[src/rtl/scoreboard_ctrl_if.sv]
// Scoreboard bundle: game-core inputs toward the controller and the
// display/status outputs coming back from it.
interface scoreboard_ctrl_if;
   logic [7:0] runs;
   logic [3:0] wickets;
   logic       inning_over;
   logic       game_over;
   logic       winner;
   logic       disp_sel;
   logic [8:0] target;
   logic       innings;
   logic       result_valid;
   logic       bcd_busy;
   logic [3:0] an;
   logic [6:0] seg;

   // Game core / stimulus side: drives scores, watches the display
   modport master (
      output runs, wickets, inning_over, game_over, winner, disp_sel,
      input  target, innings, result_valid, bcd_busy, an, seg
   );

   // Scoreboard controller side
   modport slave (
      input  runs, wickets, inning_over, game_over, winner, disp_sel,
      output target, innings, result_valid, bcd_busy, an, seg
   );
endinterface

[src/rtl/scoreboard_ctrl.sv]
// Scoreboard controller: tracks innings/target/result from the game core,
// converts the selected value to BCD with a double-dabble FSM and scans
// four multiplexed seven-segment digits (active-low an/seg).
module scoreboard_ctrl #(
   parameter int unsigned SCAN_DIV = 16
) (
   input logic          clk,
   input logic          reset,
   scoreboard_ctrl_if.slave sb
);

   typedef enum logic [1:0] {
      ST_IDLE  = 2'd0,
      ST_LOAD  = 2'd1,
      ST_SHIFT = 2'd2,
      ST_DONE  = 2'd3
   } conv_state_t;

   localparam logic [15:0] SCAN_LAST = 16'(SCAN_DIV - 1);

   // Active-low glyph for a decimal digit; non-decimal codes go blank
   function automatic logic [6:0] digit_glyph(input logic [3:0] d);
      logic [6:0] g;
      case (d)
         4'd0:    g = 7'b1000000;
         4'd1:    g = 7'b1111001;
         4'd2:    g = 7'b0100100;
         4'd3:    g = 7'b0110000;
         4'd4:    g = 7'b0011001;
         4'd5:    g = 7'b0010010;
         4'd6:    g = 7'b0000010;
         4'd7:    g = 7'b1111000;
         4'd8:    g = 7'b0000000;
         4'd9:    g = 7'b0010000;
         default: g = 7'b1111111;
      endcase
      return g;
   endfunction

   // One double-dabble step: add 3 to every BCD nibble >= 5, then shift left
   function automatic logic [20:0] bcd_step(input logic [20:0] v);
      logic [20:0] a;
      a = v;
      if (a[12:9]  >= 4'd5) a[12:9]  = a[12:9]  + 4'd3;
      if (a[16:13] >= 4'd5) a[16:13] = a[16:13] + 4'd3;
      if (a[20:17] >= 4'd5) a[20:17] = a[20:17] + 4'd3;
      return {a[19:0], 1'b0};
   endfunction

   // Edge detection
   logic io_r, io_prev_r, go_r, go_prev_r;
   logic io_rise_s, go_rise_s;

   // Match state
   logic [8:0] target_r;
   logic       innings_r, rv_r, winner_r;

   // Converter
   conv_state_t state_r, state_n;
   logic [8:0]  src_s, last_r, conv_src_r;
   logic [20:0] shift_r;
   logic [3:0]  cnt_r;
   logic        busy_r;
   logic [3:0]  hund_r, tens_r, units_r;

   // Display scan
   logic [15:0] scan_cnt_r;
   logic [1:0]  digit_r;
   logic [3:0]  an_r, an_s;
   logic [6:0]  seg_r, seg_s;

   assign io_rise_s = io_r & ~io_prev_r;
   assign go_rise_s = go_r & ~go_prev_r;
   assign src_s     = sb.disp_sel ? target_r : {1'b0, sb.runs};

   // Register the level inputs once and keep the previous copy for edges
   always_ff @(posedge clk) begin
      if (!reset) begin
         io_r      <= 1'b0;
         io_prev_r <= 1'b0;
         go_r      <= 1'b0;
         go_prev_r <= 1'b0;
      end else begin
         io_r      <= sb.inning_over;
         io_prev_r <= io_r;
         go_r      <= sb.game_over;
         go_prev_r <= go_r;
      end
   end

   // Innings/target/result tracking; everything freezes once the result is in
   always_ff @(posedge clk) begin
      if (!reset) begin
         target_r  <= 9'd0;
         innings_r <= 1'b0;
         rv_r      <= 1'b0;
         winner_r  <= 1'b0;
      end else if (!rv_r) begin
         if (go_rise_s) begin
            rv_r     <= 1'b1;
            winner_r <= sb.winner;
         end else if (io_rise_s && !innings_r) begin
            target_r  <= {1'b0, sb.runs} + 9'd1;
            innings_r <= 1'b1;
         end
      end
   end

   // Converter state register; busy mirrors the state being entered
   always_ff @(posedge clk) begin
      if (!reset) begin
         state_r <= ST_IDLE;
         busy_r  <= 1'b0;
      end else begin
         state_r <= state_n;
         busy_r  <= (state_n != ST_IDLE);
      end
   end

   // Converter next-state: start whenever the source moved since last time
   always_comb begin
      state_n = state_r;
      case (state_r)
         ST_IDLE: begin
            if (src_s != last_r) state_n = ST_LOAD;
            else                 state_n = ST_IDLE;
         end
         ST_LOAD:  state_n = ST_SHIFT;
         ST_SHIFT: begin
            if (cnt_r == 4'd8) state_n = ST_DONE;
            else               state_n = ST_SHIFT;
         end
         ST_DONE:  state_n = ST_IDLE;
         default:  state_n = ST_IDLE;
      endcase
   end

   // Converter datapath: source is frozen at start, digits only written in DONE
   always_ff @(posedge clk) begin
      if (!reset) begin
         last_r     <= 9'd0;
         conv_src_r <= 9'd0;
         shift_r    <= 21'd0;
         cnt_r      <= 4'd0;
         hund_r     <= 4'd0;
         tens_r     <= 4'd0;
         units_r    <= 4'd0;
      end else begin
         case (state_r)
            ST_IDLE: begin
               if (state_n == ST_LOAD) begin
                  conv_src_r <= src_s;
                  last_r     <= src_s;
               end
            end
            ST_LOAD: begin
               shift_r <= {12'd0, conv_src_r};
               cnt_r   <= 4'd0;
            end
            ST_SHIFT: begin
               shift_r <= bcd_step(shift_r);
               cnt_r   <= cnt_r + 4'd1;
            end
            ST_DONE: begin
               hund_r  <= shift_r[20:17];
               tens_r  <= shift_r[16:13];
               units_r <= shift_r[12:9];
            end
            default: begin
               cnt_r <= 4'd0;
            end
         endcase
      end
   end

   // Digit enable for the slot being scanned
   always_comb begin
      an_s = 4'hF;
      case (digit_r)
         2'd0:    an_s = 4'b1110;
         2'd1:    an_s = 4'b1101;
         2'd2:    an_s = 4'b1011;
         2'd3:    an_s = 4'b0111;
         default: an_s = 4'hF;
      endcase
   end

   // Segment pattern for the slot: hundreds/tens/units with leading blanks, then status
   always_comb begin
      seg_s = 7'h7F;
      case (digit_r)
         2'd3: begin
            if (hund_r == 4'd0) seg_s = 7'h7F;
            else                seg_s = digit_glyph(hund_r);
         end
         2'd2: begin
            if (hund_r == 4'd0 && tens_r == 4'd0) seg_s = 7'h7F;
            else                                  seg_s = digit_glyph(tens_r);
         end
         2'd1: seg_s = digit_glyph(units_r);
         2'd0: begin
            if (rv_r) begin
               if (winner_r) seg_s = digit_glyph(4'd2);
               else          seg_s = digit_glyph(4'd1);
            end else if (sb.disp_sel) begin
               seg_s = 7'h7F;
            end else if (sb.wickets >= 4'd10) begin
               seg_s = 7'b0111111;
            end else begin
               seg_s = digit_glyph(sb.wickets);
            end
         end
         default: seg_s = 7'h7F;
      endcase
   end

   // Scan divider and registered an/seg so both change on the same edge
   always_ff @(posedge clk) begin
      if (!reset) begin
         scan_cnt_r <= 16'd0;
         digit_r    <= 2'd0;
         an_r       <= 4'hF;
         seg_r      <= 7'h7F;
      end else begin
         if (scan_cnt_r == SCAN_LAST) begin
            scan_cnt_r <= 16'd0;
            digit_r    <= digit_r + 2'd1;
         end else begin
            scan_cnt_r <= scan_cnt_r + 16'd1;
         end
         an_r  <= an_s;
         seg_r <= seg_s;
      end
   end

   assign sb.target       = target_r;
   assign sb.innings      = innings_r;
   assign sb.result_valid = rv_r;
   assign sb.bcd_busy     = busy_r;
   assign sb.an           = an_r;
   assign sb.seg          = seg_r;

endmodule

[src/flat_wrapper.sv]
// flat-port wrapper written by rule: the top's interface ports become plain ports
module scoreboard_ctrl_flat 
#(
   parameter int unsigned SCAN_DIV = 16
)
  (clk, reset, sb_runs, sb_wickets, sb_inning_over, sb_game_over, sb_winner, sb_disp_sel, sb_target, sb_innings, sb_result_valid, sb_bcd_busy, sb_an, sb_seg);
  scoreboard_ctrl_if sb_i ();
  input logic clk;
  input logic reset;
  input wire logic [$bits(sb_i.runs)-1:0] sb_runs;
  input wire logic [$bits(sb_i.wickets)-1:0] sb_wickets;
  input wire logic [$bits(sb_i.inning_over)-1:0] sb_inning_over;
  input wire logic [$bits(sb_i.game_over)-1:0] sb_game_over;
  input wire logic [$bits(sb_i.winner)-1:0] sb_winner;
  input wire logic [$bits(sb_i.disp_sel)-1:0] sb_disp_sel;
  output wire logic [$bits(sb_i.target)-1:0] sb_target;
  output wire logic [$bits(sb_i.innings)-1:0] sb_innings;
  output wire logic [$bits(sb_i.result_valid)-1:0] sb_result_valid;
  output wire logic [$bits(sb_i.bcd_busy)-1:0] sb_bcd_busy;
  output wire logic [$bits(sb_i.an)-1:0] sb_an;
  output wire logic [$bits(sb_i.seg)-1:0] sb_seg;
  assign sb_i.runs = sb_runs;
  assign sb_i.wickets = sb_wickets;
  assign sb_i.inning_over = sb_inning_over;
  assign sb_i.game_over = sb_game_over;
  assign sb_i.winner = sb_winner;
  assign sb_i.disp_sel = sb_disp_sel;
  assign sb_target = sb_i.target;
  assign sb_innings = sb_i.innings;
  assign sb_result_valid = sb_i.result_valid;
  assign sb_bcd_busy = sb_i.bcd_busy;
  assign sb_an = sb_i.an;
  assign sb_seg = sb_i.seg;
  scoreboard_ctrl #(.SCAN_DIV(SCAN_DIV)) u_core (.clk(clk), .reset(reset), .sb(sb_i));
endmodule
[config.mk]
export PLATFORM = sky130hd
export DESIGN_NAME = scoreboard_ctrl_flat
export DESIGN_NICKNAME = d
export VERILOG_FILES = /design/src/rtl/scoreboard_ctrl_if.sv /design/src/rtl/scoreboard_ctrl.sv /design/src/flat_wrapper.sv
export SDC_FILE = /design/constraint.sdc
export NUM_CORES = 1
export LEC_CHECK = 0
export CAP_MARGIN = 20
export CORE_ASPECT_RATIO = 1.25
export CORE_MARGIN = 5
export CORE_UTILIZATION = 50
export DETAILED_ROUTE_END_ITERATION = 8
export PLACE_DENSITY = 0.74
export SKIP_LAST_GASP = 1
export SYNTH_ARGS = -nofsm -noshare
export SYNTH_HDL_FRONTEND = slang
export SYNTH_SLANG_ARGS = --single-unit
[constraint.sdc]
create_clock -name clk -period 3.7 [get_ports clk]
set_input_delay 0.555 -clock clk [delete_from_list [all_inputs] [get_ports clk]]
set_output_delay 0.555 -clock clk [all_outputs]
set_load 0.1 [all_outputs]
==> flow_summary.ini, run 1 <==
[flow_run]
maxCapViolCount = 0

[route]
drtIter0Drc = 275
routed_wl_um = 11800
avgViaCountPerCell = 5.63
vias = 4542
drt_pre_antenna_iters = 5
wire_per_inst_um = 14.7
post-route-drc-count = 0
postRouteAntennaNets = 0

[clocking]
cts.hold.buffers_added = 0
cts_tree = built
clockRootBuffer = clkbuf_16
clock_path_buffers = 2
htree_levels = 4
cts_buffers = 17
post_cts_resized = 0
post_cts_buffers = 0
cts_sinks = 115
clk_pin_slew_ps = 50
clk_latency_ps = 410

[logic_synthesis]
synth_fp_nets = 683
postSynthAreaPerCell_um2 = 8.89
seq_area_frac_synth = 0.414
postSynthCellCount = 625
ys_types = 48
synth_top_cell_by_area = dfxtp_1
synth_top_area_share = 0.414
synth_edf_count = 0
yosys_warnings = 0
mappedNetlistArea_um2 = 5560
netlist_top_cells_area = dfxtp_1, ha_1, mux2i_1, nor2_1, a21oi_1
ys_ff_latch = 115
async_flop_share = 0
synth_ff_type = dfxtp_1

[floorplan]
die_w_um = 104
placeableCoreArea_um2 = 11000
io_pins = 41
die_h_um = 128
initial_core_util = 0.506
rows = 43
dieArea_um2 = 13300

[power_and_ir_drop]
p_clk_frac = 0.414
p_per_area_nw_per_um2 = 562
ir_worst_vdd_mv = 0.314
power.switching_mw = 1.11
seq_power_share = 0.385
power.total_mw = 3.71
combPwrFrac = 0.201
switching_share = 0.299
p_leak_nw = 2.87
p_int_mw = 2.60

[finish]
fillers = 934
area_growth_pct = 18.9
instances_no_fill = 807
final_cell_mix = dfxtp_1, nor2_1, a21oi_1
n_antenna_cell = 0
drive_gt1_frac = 0.0699
final_common_cell = dfxtp_1
stdcell_area_um2 = 6600
final_nets = 718

[critical_path]
setup.worst_path.start_class = flip-flop
critPathKind = reg2out
required_ps = 3140
crit_fanout = 9
critPathTopFamily = buffers and inverters
reg2reg_from = u_core.state_r[0]
crit_chain = clkdlybuf4s50_1
r2r-end = u_core.cnt_r[2]
cp.arrival_ps = 2120
slowest_stage = clkdlybuf4s50_1
slowest_delay_ps = 1200
cp.depth = 1
startpoint = u_core.sb.result_valid
worstSetupEndpoint = sb_result_valid
critPathBufInv = 1
crit_path_end_kind = output port
r2r_setup_slack_ps = 1400
r2r_cells = 7

[placed_design]
place_inst = 776
place_area_um2 = 6040
dp_hpwl_um = 8330
place_congestion = 0.840
port_buffers = 40

[sta]
setup_viol = 0
maxSlewViolCount = 0
fin_worst_skew_ps = 8.91
fmaxAchievable_ghz = 0.374
hold_viol_final = 0
slew-limit-headroom = 0.345
finalSetupTns_ps = 0
worst_pin_slew_ps = 979
rsz0062_at_grt = false
min_period_over_period = 0.722
period_needed_ps = 2670

[hold_path]
min_delay_path_depth = 1
hold_path.class = reg2reg

[global_route]
grt_pass1_wl_um = 19900
grt_overflow = 0
grt_pass1_vias = 4466
grtUsageTotal = 0.181
antenna_found_initial = 0
grt_max_degree = 42

[status]
status = complete, no violations
## metrics by stage
| stage | hold WS, ps | utilization | worst slack (ps) |
|---|---|---|---|
| after floorplan | 426 | - | 1250 |
| after global placement | 437 | 0.551 | 747 |
| after detailed placement | 446 | 0.551 | 657 |
| after CTS | 453 | 0.602 | 1010 |
| after global routing | 464 | 0.602 | 937 |
| final | 451 | 0.602 | 1030 |
## logic make-up (layout without fill, tap and decap cells)
logic type | Yosys count | count (layout) | share of synthesized area
simple gates | 192 | 192 | 0.156
compound gates | 132 | 132 | 0.153
flops | 115 | 115 | 0.414
buf+inv | 66 | 113 | 0.0464
mux | 44 | 44 | 0.0827
fa+ha+maj | 40 | 40 | 0.0901
xor+xnor | 36 | 36 | 0.0568
## worst register-to-register path, delay by kind of cell, from the launching register on
kind | cells | cell delay [ps]
simple gates | 3 | 890
fa+ha+maj | 1 | 610
flops | 1 | 310
buf+inv | 2 | 390
compound gates | 1 | 40
## per-layer routing
metal,global-route usage,up-vias,share of wire
met2,0.324,129,0.51
met3,0.0544,26,0.054
li1,-,2245,-
met1,0.197,2142,0.42
met4,0.0762,0,0.022
met5,0,-,0
## synthesized netlist by cell type (all sizes together), types with 10 or more instances
master and count:
dfxtp 115, nor2 85, a21oi 45, nand2 41, ha 40, inv 36
mux2i 35, o21ai 25, xnor2 22, clkbuf 20, a211oi 19, xor2 14
nand3 13, and3 12, and2 10
## layout make-up
class / instances / area, um2 / share of cell area
clock inverters: 11 / 113 / 0.0171
clock buffers: 20 / 447 / 0.0677
well taps: 135 / 169 / 0.0256
repair buffers: 45 / 438 / 0.0663
flip-flops and latches: 115 / 2300 / 0.349
multi-input cells: 444 / 3000 / 0.454
inverters: 37 / 139 / 0.0210
## worst min-delay path by stage
stage                 from                to  slack [ps]
6_report       u_core.io_r  u_core.io_prev_r         450
5_1_grt        u_core.io_r  u_core.io_prev_r         460
4_1_cts        u_core.io_r  u_core.io_prev_r         450
3_5_place_dp   u_core.io_r  u_core.io_prev_r         450
3_3_place_gp   u_core.io_r  u_core.io_prev_r         440
2_1_floorplan  u_core.io_r  u_core.io_prev_r         430
## power by group through the flow
stage                     clock [mW]  sequential, mW  combinational, mW
after global placement             0            1.45              0.712
after CTS                       1.55            1.43              0.743
after detailed placement           0            1.45              0.736
final                           1.54            1.43              0.746
after floorplan                    0            1.54              0.469
after global routing            1.62            1.44              0.808
Note: power is estimated with default switching activity, not from simulation.
==> run 2, diff against run 1 <==
--- a/config.mk
+++ b/config.mk
@@ -10,7 +10,7 @@
 export CORE_MARGIN = 5
 export CORE_UTILIZATION = 50
 export DETAILED_ROUTE_END_ITERATION = 8
-export PLACE_DENSITY = 0.74
+export PLACE_DENSITY = 0.76
 export SKIP_LAST_GASP = 1
 export SYNTH_ARGS = -nofsm -noshare
 export SYNTH_HDL_FRONTEND = slang
==> constraint.sdc (replaced) <==
create_clock -name clk -period 2.3 [get_ports clk]
set_input_delay 0.345 -clock clk [delete_from_list [all_inputs] [get_ports clk]]
set_output_delay 0.345 -clock clk [all_outputs]
set_load 0.1 [all_outputs]
==> run 2 against run 1 <==
- wire length rose by 2.1%
- sequential share of layout area decreased by 1.1 points
- register-to-register slack worse by 1200 ps
- clock power up 78%
- die area unchanged
- sequential cell count stayed put
- utilization grew 2.1 points
- design area grew 3.5%
==> flow_summary.ini, run 2 (synthesis results as in run 1) <==
[status]
status = complete, no violations

[critical_path]
critPathKind = reg2reg
required_ps = 2580
critPathMostFrequentCell = nand2_1
crit_chain = ha_1, buf_4, mux2_2, nand2_1, nand2_1, nor2_1, a21oi_1
cp.arrival_ps = 2350
slowest_stage = dfxtp_1
crit_fanout = 11
crit_path_end_kind = flip-flop
slowest_delay_ps = 360
setup.worst_path.start_class = flip-flop

[floorplan]
die_h_um = 128
placeableCoreArea_um2 = 11000
rows = 43
die_w_um = 104
io_pins = 41
dieArea_um2 = 13300
initial_core_util = 0.506

[clocking]
clk_pin_slew_ps = 50
htree_levels = 4
clk_latency_ps = 410
cts_buffers = 17
clockRootBuffer = clkbuf_16
cts_tree = built
post_cts_buffers = 0
clock_path_buffers = 2
cts.hold.buffers_added = 0
cts_sinks = 115

[sta]
hold_viol_final = 0
rsz0062_at_grt = false
fin_worst_skew_ps = 8.78
min_period_over_period = 0.900
worst_pin_slew_ps = 648
setup_viol = 0
maxSlewViolCount = 0
slew-limit-headroom = 0.568
fmaxAchievable_ghz = 0.483
period_needed_ps = 2070

[finish]
drive_gt1_frac = 0.147
final_common_cell = dfxtp_1
final_nets = 744
stdcell_area_um2 = 6830
fillers = 912
fin_util = 0.623
instances_no_fill = 834
n_antenna_cell = 0
area_growth_pct = 23.0
final_cell_mix = dfxtp_1, nor2_1, buf_4

[global_route]
grt_pass1_vias = 4616
grt_overflow = 0
grt_max_degree = 42
grtUsageTotal = 0.184
antenna_found_initial = 0
grt_pass1_wl_um = 20400

[route]
routed_wl_um = 12100
post-route-drc-count = 0
postRouteAntennaNets = 0
vias = 4553
drtIter0Drc = 202
wire_per_inst_um = 14.5
drt_pre_antenna_iters = 6
avgViaCountPerCell = 5.46

[power_and_ir_drop]
ir_worst_vdd_mv = 0.516
p_leak_nw = 3.06
p_per_area_nw_per_um2 = 925

[placed_design]
place_area_um2 = 6200
place_inst = 802
place_congestion = 0.883
port_buffers = 40
dp_hpwl_um = 8690

[flow_run]
maxCapViolCount = 0

[hold_path]
hold_path.class = reg2reg
-- run 2: changes by cell type in the layout (fill, tap and decap cells not counted), moves of 2 or more --
cell             change
buf_4               +48
clkdlybuf4s50_1     -24
dfxtp_1              -4
dfxtp_2              +4
clkinv_2             -3
clkinv_4             +3
bufinv_16            +2
-- run 2: final timing paths --
kind / startpoint / to / slack, ps / depth (start not counted)
hold reg to reg: u_core.io_r / u_core.io_prev_r / 460 / 1
setup / recovery: u_core.state_r[1] / flip-flop / 230 / 7
setup reg to reg: u_core.state_r[1] / flip-flop / 230 / 7
hold / removal: u_core.io_r / u_core.io_prev_r / 460 / 1
-- run 2: per-layer routing --
metal | global-route usage | wire [um]
met1 | 0.198 | 4950
met2 | 0.342 | 6290
met3 | 0.0484 | 608
met4 | 0.0739 | 227
met5 | 0 | 0
-- run 2: through the flow --
stage | worst slack, ps | setup TNS [ps] | power, mW | hold WS [ps]
floorplan | 0.518 | 0 | 3.23 | 426
global placement | -279 | -2180 | 3.56 | 437
detailed placement | -378 | -2790 | 3.60 | 446
CTS | 33.8 | 0 | 6.35 | 459
global route | 23.0 | 0 | 6.60 | 481
finish | 230 | 0 | 6.32 | 458
-- run 2: layout make-up --
type,count,area (um2),area share
Multi-Input combinational cell,444,3000,0.439
Clock inverter,13,184,0.0269
Clock buffer,19,443,0.0648
Inverter,37,139,0.0203
Sequential cell,115,2310,0.338
Tap cell,135,169,0.0247
Timing Repair Buffer,71,591,0.0864
-- run 2: what timing repair did --
action,in CTS,in global routing
endpoints found under the hold margin,0,0
endpoints found under the setup margin,0,6
resized for setup,0,2
-- run 2: power breakdown --
part | leakage (nW) | switching (mW) | internal (mW)
Sequential | 0.937 | 0.138 | 2.16
Combinational | 1.82 | 0.791 | 0.492
Clock | 0.299 | 0.900 | 1.84
-- run 2: worst max-delay path, delay by kind of cell, from the launching register on --
kind,cells,cell delay (ps)
fa+ha+maj,1,320
compound gates,1,70
mux,1,330
flops,1,360
buf+inv,1,200
simple gates,3,670
==> run 3, diff against run 2 <==
--- a/config.mk
+++ b/config.mk
@@ -8,9 +8,9 @@
 export CAP_MARGIN = 20
 export CORE_ASPECT_RATIO = 1.25
 export CORE_MARGIN = 5
-export CORE_UTILIZATION = 50
+export CORE_UTILIZATION = 45
 export DETAILED_ROUTE_END_ITERATION = 8
-export PLACE_DENSITY = 0.76
+export PLACE_DENSITY = 0.7
 export SKIP_LAST_GASP = 1
 export SYNTH_ARGS = -nofsm -noshare
 export SYNTH_HDL_FRONTEND = slang
==> run 3 against run 2 <==
- combinational power about the same
- sequential cell count unchanged
- non-clock buffer count unchanged
- largest cell class unchanged
- highest routed layer unchanged
==> flow_summary.ini, run 3 (synthesis results as in run 1) <==
[floorplan]
initial_core_util = 0.459
placeableCoreArea_um2 = 12100
die_h_um = 134
dieArea_um2 = 14700
rows = 45
io_pins = 41
die_w_um = 109

[sta]
hold_viol_final = 0
min_period_over_period = 0.895
fmaxAchievable_ghz = 0.486
slew-limit-headroom = 0.576
setup_viol = 0
finalSetupTns_ps = 0
period_needed_ps = 2060
rsz0062_at_grt = false
maxSlewViolCount = 0
worst_pin_slew_ps = 636
fin_worst_skew_ps = 7.84

[power_and_ir_drop]
p_int_mw = 4.24
p_leak_nw = 3.03
seq_power_share = 0.382
ir_worst_vdd_mv = 0.524
combPwrFrac = 0.212
p_per_area_nw_per_um2 = 884
p_clk_frac = 0.406
switching_share = 0.295
power.switching_mw = 1.77

[global_route]
grt_pass1_vias = 4721
antenna_found_initial = 0
grt_pass1_wl_um = 20900
grtUsageTotal = 0.176
grt_overflow = 0
grt_max_degree = 42

[critical_path]
crit_path_end_kind = flip-flop
required_ps = 2640
crit_fanout = 12
crit_chain = dlygate4sd2_1, buf_4, mux2i_1, xnor2_1, or3_1, o311ai_1, o211a_1
r2r_cells = 7
critPathTopFamily = buffers and inverters
critPathKind = in2reg
slowest_stage = or3_1
r2r_setup_slack_ps = 250
cp.arrival_ps = 2400
setup.worst_path.start_class = primary input
reg2reg_from = u_core.state_r[1]
slowest_delay_ps = 460
critPathBufInv = 2

[placed_design]
place_congestion = 0.898
port_buffers = 40
dp_hpwl_um = 8860

[flow_run]
maxCapViolCount = 0

[clocking]
cts_buffers = 17
cts_sinks = 115
cts.hold.buffers_added = 0
post_cts_buffers = 0
clockRootBuffer = clkbuf_16
clk_pin_slew_ps = 50
clock_path_buffers = 2
clk_latency_ps = 400
htree_levels = 4
cts_tree = built

[finish]
area_growth_pct = 22.5
drive_gt1_frac = 0.146
final_cell_mix = dfxtp_1, nor2_1, buf_4
n_antenna_cell = 0
final_common_cell = dfxtp_1
final_nets = 744
fin_util = 0.562

[status]
status = complete, no violations

[hold_path]
min_from = u_core.io_r
hold_path.class = reg2reg
hold_path_end = u_core.io_prev_r
min_delay_path_depth = 1

[route]
wire_per_inst_um = 13.7
routed_wl_um = 11900
drt_pre_antenna_iters = 4
drtIter0Drc = 145
postRouteAntennaNets = 0
avgViaCountPerCell = 5.26
post-route-drc-count = 0
vias = 4538
## run 3: power groups by stage
stage | sequential [mW] | clock [mW] | combinational, mW
floorplan | 2.48 | 0 | 0.754
global placement | 2.34 | 0 | 1.23
detailed placement | 2.34 | 0 | 1.28
CTS | 2.30 | 2.49 | 1.28
global route | 2.32 | 2.59 | 1.40
finish | 2.30 | 2.44 | 1.27
## run 3: per-stage QoR
step | hold WS, ps | std cells | area [um2] | power (mW) | worst slack (ps)
after floorplan | 426 | 625 | 5560 | 3.23 | 0.518
after global placement | 444 | 831 | 6230 | 3.57 | -281
after detailed placement | 446 | 831 | 6230 | 3.61 | -428
after CTS | 460 | 863 | 6800 | 6.07 | 124
after global routing | 485 | 863 | 6800 | 6.30 | 70.3
final | 456 | 863 | 6800 | 6.01 | 241
## run 3: worst max-delay path by stage
stage / startpoint / to / slack [ps] / cells after the start
2_1_floorplan: u_core.sb.target[1] / u_core.last_r[0] / 0.5 / 5
3_3_place_gp: sb_disp_sel / u_core.last_r[0] / -280 / 7
3_5_place_dp: sb_disp_sel / u_core.last_r[0] / -430 / 7
4_1_cts: u_core.state_r[1] / flip-flop / 120 / 7
5_1_grt: u_core.state_r[1] / flip-flop / 70 / 6
6_report: sb_disp_sel / u_core.last_r[0] / 240 / 7
## run 3: layout make-up
type / count / area, um2
Tap cell: 164 / 205
Inverter: 37 / 139
Fill cell: 1034 / 5300
Timing Repair Buffer: 71 / 587
Clock inverter: 9 / 78.8
Multi-Input combinational cell: 444 / 3000
Clock buffer: 23 / 488
Sequential cell: 115 / 2310
## run 3: layer usage
metal	up-vias	routed length [um]	global-route usage
met2	111	6050	0.317
met5	-	0	0
met1	2101	4970	0.189
li1	2296	-	-
met3	30	529	0.0472
met4	0	307	0.0776
## run 3: repair_timing
| action | 4_1_cts | 5_1_grt |
|---|---|---|
| pin swaps | 0 | 0 |
| gates resized for setup | 1 | 1 |
| setup endpoints to repair | 1 | 7 |
